<file path="src/rtl/node_mem_pkg.sv">
// Shared definitions for the 2048-byte node memory and its scan initiator.
// Address map, word geometry and the qvalue_scan FSM state encoding.
package node_mem_pkg;

    localparam int WORD_WIDTH = 16;
    localparam int MEM_DEPTH  = 2048;

    // Entries per neighbor table; the scan index is sized for this.
    localparam int NEI_TABLE_ENTRIES = 64;

    localparam logic [15:0] ADDR_FLAGS        = 16'h0000;
    localparam logic [15:0] ADDR_KNOWN_SINKS  = 16'h0002;
    localparam logic [15:0] ADDR_NEI_ID       = 16'h0048;
    localparam logic [15:0] ADDR_CLUSTER_ID   = 16'h00C8;
    localparam logic [15:0] ADDR_BATTERY_STAT = 16'h0148;
    localparam logic [15:0] ADDR_QVALUE       = 16'h01C8;
    localparam logic [15:0] ADDR_SINK_IDS     = 16'h0248;
    localparam logic [15:0] ADDR_BETTER_NEI   = 16'h0668;
    localparam logic [15:0] ADDR_NEI_COUNT    = 16'h068A;
    localparam logic [15:0] ADDR_BETTER_CNT   = 16'h068C;
    localparam logic [15:0] ADDR_RNG_SEED     = 16'h068E;

    typedef enum logic [2:0] {
        S_IDLE,
        S_RD_CNT,
        S_RD_Q,
        S_RD_ID,
        S_WB_ID,
        S_WB_CNT,
        S_DONE
    } qscan_state_e;

    // Byte address of 16-bit entry idx in a table starting at base.
    function automatic logic [15:0] tbl_addr(
        input logic [15:0] base,
        input logic [5:0]  idx
    );
        return base + {9'd0, idx, 1'b0};
    endfunction

endpackage

</file>
<file path="src/rtl/qvalue_scan.sv">
// qvalue_scan: reads neighborCount, finds the max qValue entry, reads its ID.
// Ports: clock/nrst, start, busy/done/empty, best_idx/best_q/best_id,
// memory master mem_addr/mem_wr_en/mem_wdata, mem_rdata (combinational).
// Option QSCAN_WRITEBACK_EN: write betterNeighbors[0] and its count.
module qvalue_scan
    import node_mem_pkg::*;
#(
    parameter logic [15:0] NEI_COUNT_ADDR  = ADDR_NEI_COUNT,
    parameter logic [15:0] QVALUE_BASE     = ADDR_QVALUE,
    parameter logic [15:0] NEI_ID_BASE     = ADDR_NEI_ID,
    parameter int          MAX_NEIGHBORS   = NEI_TABLE_ENTRIES,
    parameter logic [15:0] BETTER_NEI_BASE = ADDR_BETTER_NEI,
    parameter logic [15:0] BETTER_CNT_ADDR = ADDR_BETTER_CNT
) (
    input  logic        clock,
    input  logic        nrst,
    input  logic        start,
    output logic        busy,
    output logic        done,
    output logic        empty,
    output logic [5:0]  best_idx,
    output logic [15:0] best_q,
    output logic [15:0] best_id,
    output logic [15:0] mem_addr,
    output logic        mem_wr_en,
    output logic [15:0] mem_wdata,
    input  logic [15:0] mem_rdata
);

    qscan_state_e r_state;
    qscan_state_e w_state_nxt;

    logic [6:0]  r_cnt;
    logic [5:0]  r_idx;
    logic [5:0]  r_best_idx;
    logic [15:0] r_best_q;
    logic [15:0] r_best_id;
    logic        r_empty;

    logic [6:0]  w_cnt_sat;
    logic        w_last;
    logic [15:0] w_addr;

    // Count is capped at table capacity so the walk never leaves the table.
    assign w_cnt_sat = (mem_rdata > 16'(MAX_NEIGHBORS)) ?
                       7'(MAX_NEIGHBORS) : mem_rdata[6:0];

    assign w_last = ({1'b0, r_idx} == (r_cnt - 7'd1));

`ifdef QSCAN_WRITEBACK_EN
    logic        w_wr;
    logic [15:0] w_wdata;
`endif

    always_ff @(posedge clock or negedge nrst) begin
        if (!nrst) begin
            r_state <= S_IDLE;
        end else begin
            r_state <= w_state_nxt;
        end
    end

    always_comb begin
        w_state_nxt = r_state;
        w_addr      = 16'h0000;
`ifdef QSCAN_WRITEBACK_EN
        w_wr        = 1'b0;
        w_wdata     = 16'h0000;
`endif
        unique case (r_state)
            S_IDLE: begin
                if (start) begin
                    w_state_nxt = S_RD_CNT;
                end
            end
            S_RD_CNT: begin
                w_addr = NEI_COUNT_ADDR;
                if (w_cnt_sat == 7'd0) begin
`ifdef QSCAN_WRITEBACK_EN
                    w_state_nxt = S_WB_CNT;
`else
                    w_state_nxt = S_DONE;
`endif
                end else begin
                    w_state_nxt = S_RD_Q;
                end
            end
            S_RD_Q: begin
                w_addr = tbl_addr(QVALUE_BASE, r_idx);
                if (w_last) begin
                    w_state_nxt = S_RD_ID;
                end
            end
            S_RD_ID: begin
                w_addr = tbl_addr(NEI_ID_BASE, r_best_idx);
`ifdef QSCAN_WRITEBACK_EN
                w_state_nxt = S_WB_ID;
`else
                w_state_nxt = S_DONE;
`endif
            end
`ifdef QSCAN_WRITEBACK_EN
            S_WB_ID: begin
                w_addr      = BETTER_NEI_BASE;
                w_wr        = 1'b1;
                w_wdata     = r_best_id;
                w_state_nxt = S_WB_CNT;
            end
            S_WB_CNT: begin
                // An empty scan records zero better neighbors.
                w_addr      = BETTER_CNT_ADDR;
                w_wr        = 1'b1;
                w_wdata     = {15'd0, ~r_empty};
                w_state_nxt = S_DONE;
            end
`endif
            S_DONE: begin
                w_state_nxt = S_IDLE;
            end
            default: begin
                w_state_nxt = S_IDLE;
            end
        endcase
    end

    always_ff @(posedge clock or negedge nrst) begin
        if (!nrst) begin
            r_cnt      <= 7'd0;
            r_idx      <= 6'd0;
            r_best_idx <= 6'd0;
            r_best_q   <= 16'h0000;
            r_best_id  <= 16'h0000;
            r_empty    <= 1'b0;
        end else begin
            unique case (r_state)
                S_IDLE: begin
                    if (start) begin
                        r_idx      <= 6'd0;
                        r_best_idx <= 6'd0;
                        r_best_q   <= 16'h0000;
                        r_best_id  <= 16'h0000;
                        r_empty    <= 1'b0;
                    end
                end
                S_RD_CNT: begin
                    r_cnt <= w_cnt_sat;
                    r_idx <= 6'd0;
                    if (w_cnt_sat == 7'd0) begin
                        r_empty <= 1'b1;
                    end
                end
                S_RD_Q: begin
                    // Strict compare: ties keep the lowest index.
                    if ((r_idx == 6'd0) || (mem_rdata > r_best_q)) begin
                        r_best_q   <= mem_rdata;
                        r_best_idx <= r_idx;
                    end
                    if (!w_last) begin
                        r_idx <= r_idx + 6'd1;
                    end
                end
                S_RD_ID: begin
                    r_best_id <= mem_rdata;
                end
                default: begin
                end
            endcase
        end
    end

    assign busy     = (r_state != S_IDLE);
    assign done     = (r_state == S_DONE);
    assign empty    = r_empty;
    assign best_idx = r_best_idx;
    assign best_q   = r_best_q;
    assign best_id  = r_best_id;
    assign mem_addr = w_addr;

`ifdef QSCAN_WRITEBACK_EN
    assign mem_wr_en = w_wr;
    assign mem_wdata = w_wdata;
`else
    assign mem_wr_en = 1'b0;
    assign mem_wdata = 16'h0000;
`endif

endmodule

</file>
<file path="config.mk">
export PLATFORM = sky130hd
export DESIGN_NAME = qvalue_scan
export DESIGN_NICKNAME = d
export VERILOG_FILES = /design/src/rtl/node_mem_pkg.sv /design/src/rtl/qvalue_scan.sv
export SDC_FILE = /design/constraint.sdc
export NUM_CORES = 1
export LEC_CHECK = 0
export CAP_MARGIN = 5
export CORE_MARGIN = 2
export CORE_UTILIZATION = 52
export CTS_CLUSTER_DIAMETER = 200
export DETAILED_ROUTE_END_ITERATION = 10
export HOLD_SLACK_MARGIN = 0.15
export PLACE_DENSITY = 0.88
export SYNTH_ARGS = -nofsm -noshare
export SYNTH_HDL_FRONTEND = slang
export SYNTH_SLANG_ARGS = --single-unit
</file>
<file path="constraint.sdc">
create_clock -name clock -period 7.4 [get_ports clock]
set_clock_uncertainty 0.15 [all_clocks]
set_input_delay 1.11 -clock clock [delete_from_list [all_inputs] [get_ports clock]]
set_output_delay 1.11 -clock clock [all_outputs]
set_load 0.005 [all_outputs]
</file>
==> results.json <==
{
  "status": "finished clean",
  "grt_use_met3": 0.0305,
  "fin_hold_ws_ns": 0.357,
  "arrival_ns": 2.56,
  "rows": 29,
  "use_met2": 0.382,
  "die_w_um": 84.7,
  "first_pass_iters": 4,
  "synth_ff_type": "dfrtp_1",
  "final_cell_mix": "clkdlybuf4s50_1 (68), nand2_1 (65), dfrtp_1 (55), inv_1 (27), o21ai_0 (24)",
  "cts_setup_buffers": 0,
  "fillers": 514,
  "synth_seq_cells": 55,
  "r2r_start": "r_cnt[0]",
  "drt.antenna.violating_nets": 0,
  "peakVddDrop_mv": 0.233,
  "drtIter0Drc": 260,
  "fin_tns_setup_ns": 0,
  "grt_usage": 0.231,
  "drv_cap": 0,
  "remaining_drc_errors": 0,
  "clk-insertion-delay-late_ns": 0.31,
  "setup_viol": 0,
  "critical_path_class": "flop to primary output",
  "synth_area_um2": 3380,
  "reg2reg_depth": 8,
  "slew_headroom": 0.432,
  "worst_setup_path_end_kind": "primary output",
  "place.gp.congestion": 0.874,
  "core-area_um2": 6310,
  "synth-edff-count": 0,
  "hold_buffers": 0,
  "start_util": 0.536,
  "syn_inst": 369,
  "multi_input_area_um2": 1710,
  "r2r_setup_slack_ns": 4.67,
  "hold_class": "flop to flop",
  "final_util": 0.647,
  "max_freq_ghz": 0.262,
  "holdPathStages": 2,
  "critPathRequiredTime_ns": 6.14,
  "period_needed_ns": 3.82,
  "routed_wl_mm": 8.08,
  "antenna_cells": 0,
  "p_leak_nw": 1.83,
  "total_power_mw": 1.44,
  "clockBufferDepth": 2,
  "port_buffers": 69,
  "grt_pass1_wl_mm": 13.3,
  "start_kind": "flop",
  "drive_gt1_frac": 0.0534,
  "worst-path-max-fanout": 18,
  "regArea_um2": 1380,
  "die_y_um": 84.7,
  "r2r-end": "r_idx[0]",
  "mostFrequentLayoutCell": "clkdlybuf4s50_1",
  "final_max_slew_viol_count": 0,
  "vias": 2871,
  "cts_buffers": 5,
  "dp.cells": 500,
  "met1_usage": 0.316,
  "dp_slack_ns": 3.59,
  "cts.sinks": 55,
  "cts.htree.levels": 2,
  "hold_viol": 0,
  "cts_tree": "done",
  "max_slew.worst_pin.slew_ns": 0.853,
  "wl_per_cell_um": 15.9,
  "busiest_layer": "met2",
  "area_growth_pct": 20.7,
  "setup_ws_ns": 3.58,
  "finalNetCount": 471,
  "cts_root_buf": "clkbuf_8",
  "synth.avg_cell_area_um2": 9.17,
  "place_area_um2": 4000,
  "grt_pass1_vias": 2707,
  "seq_area_frac_synth": 0.407,
  "fin_crit_sh": 0.516,
  "grt_remaining_overflow": 0,
  "fin_area_um2": 4090,
  "io_pins": 93,
  "yosysWarnings": 0,
  "hpwlAfterDp_mm": 5.87,
  "async_reset_ff_frac": 1.00,
  "final_cells": 508,
  "ctsResizeCount": 0,
  "grt_antenna_before_repair": 0,
  "synth_cell_types": 51,
  "dieArea_um2": 7170,
  "rsz0062_at_grt": "false",
  "clk_pin_slew_ns": 0.10,
  "p_per_area_nw_per_um2": 351,
  "grt_start_max_net_pins": 56,
  "holdPathEnd": "best_id[0]",
  "vias_per_cell": 5.65,
  "worstHoldStart": "best_id[0]"
}
[routing by layer]
| layer | wire length [um] | vias to the layer above |
|---|---|---|
| li1 | - | 1354 |
| met1 | 3470 | 1399 |
| met2 | 4060 | 106 |
| met3 | 415 | 12 |
| met4 | 133 | 0 |
| met5 | 0 | - |
[kinds of logic after synthesis]
family / Yosys count / synth area share
flip-flops: 55 / 0.407
multiplexers: 4 / 0.0118
adder cells (fa/ha/maj): 22 / 0.0814
AND/OR/NAND/NOR: 120 / 0.172
AO/OA/AOI/OAI: 90 / 0.191
buffers and inverters: 68 / 0.113
XOR/XNOR: 9 / 0.0233
other: 1 / 0.00111
[Yosys cell counts, drive strengths merged (2+ instances only)]
cell type,number,area [um^2]
a211oi,4,30.0
a21oi,12,60.1
a22o,19,166
a31o,2,17.5
and2,3,18.8
and3,2,13.8
and4,3,26.3
buf,34,254
clkbuf,7,26.3
dfrtp,55,1380
ha,22,275
inv,27,101
mux2i,4,40.0
nand2,65,244
nand3,5,25.0
nand4,3,18.8
nor2,15,56.3
nor2b,2,12.5
nor3,12,70.1
nor4,3,33.8
o211ai,2,15.0
o21a,2,15.0
o21ai,29,145
o22ai,3,18.8
o31a,2,17.5
o31ai,7,66.3
xnor2,5,43.8
xor2,4,35.0
[flip-flops by register name, summed over array words and instances (netlist names)]
register,cells
r_state,3
best_idx,6
best_q,16
r_idx,6
r_cnt,7
empty,1
best_id,16
[worst max-delay path: stages (launching register included)]
cell,delay (ns)
dfrtp_1,0.55
nor2b_1,0.24
and2_1,0.72
a22o_1,0.23
clkdlybuf4s50_1,0.50
[how the worst max path moves through the flow]
stage	from	to	cells past startpoint
CTS	r_state[2]	mem_addr[4]	4
detailed placement	mem_rdata[13]	best_q[3]	8
floorplan	mem_rdata[13]	best_q[10]	7
global route	r_state[2]	mem_addr[2]	5
finish	r_state[2]	mem_addr[4]	4
global placement	mem_rdata[13]	best_q[1]	8
[report_power, final]
part | total (mW) | switching [mW] | internal [mW]
registers | 0.508 | 0.114 | 0.393
clock network | 0.170 | 0.103 | 0.0670
logic | 0.757 | 0.375 | 0.382
total | 1.44 | 0.592 | 0.843
[area by class of cell]
type / count / share of cell area
sequential: 55 / 0.337
multi-input combinational: 268 / 0.418
tap: 77 / 0.0236
inverter: 27 / 0.0248
clock inverter: 3 / 0.00459
timing repair buffer: 73 / 0.175
clock buffer: 5 / 0.0168
No activity file was read; power rests on OpenSTA's default activity.
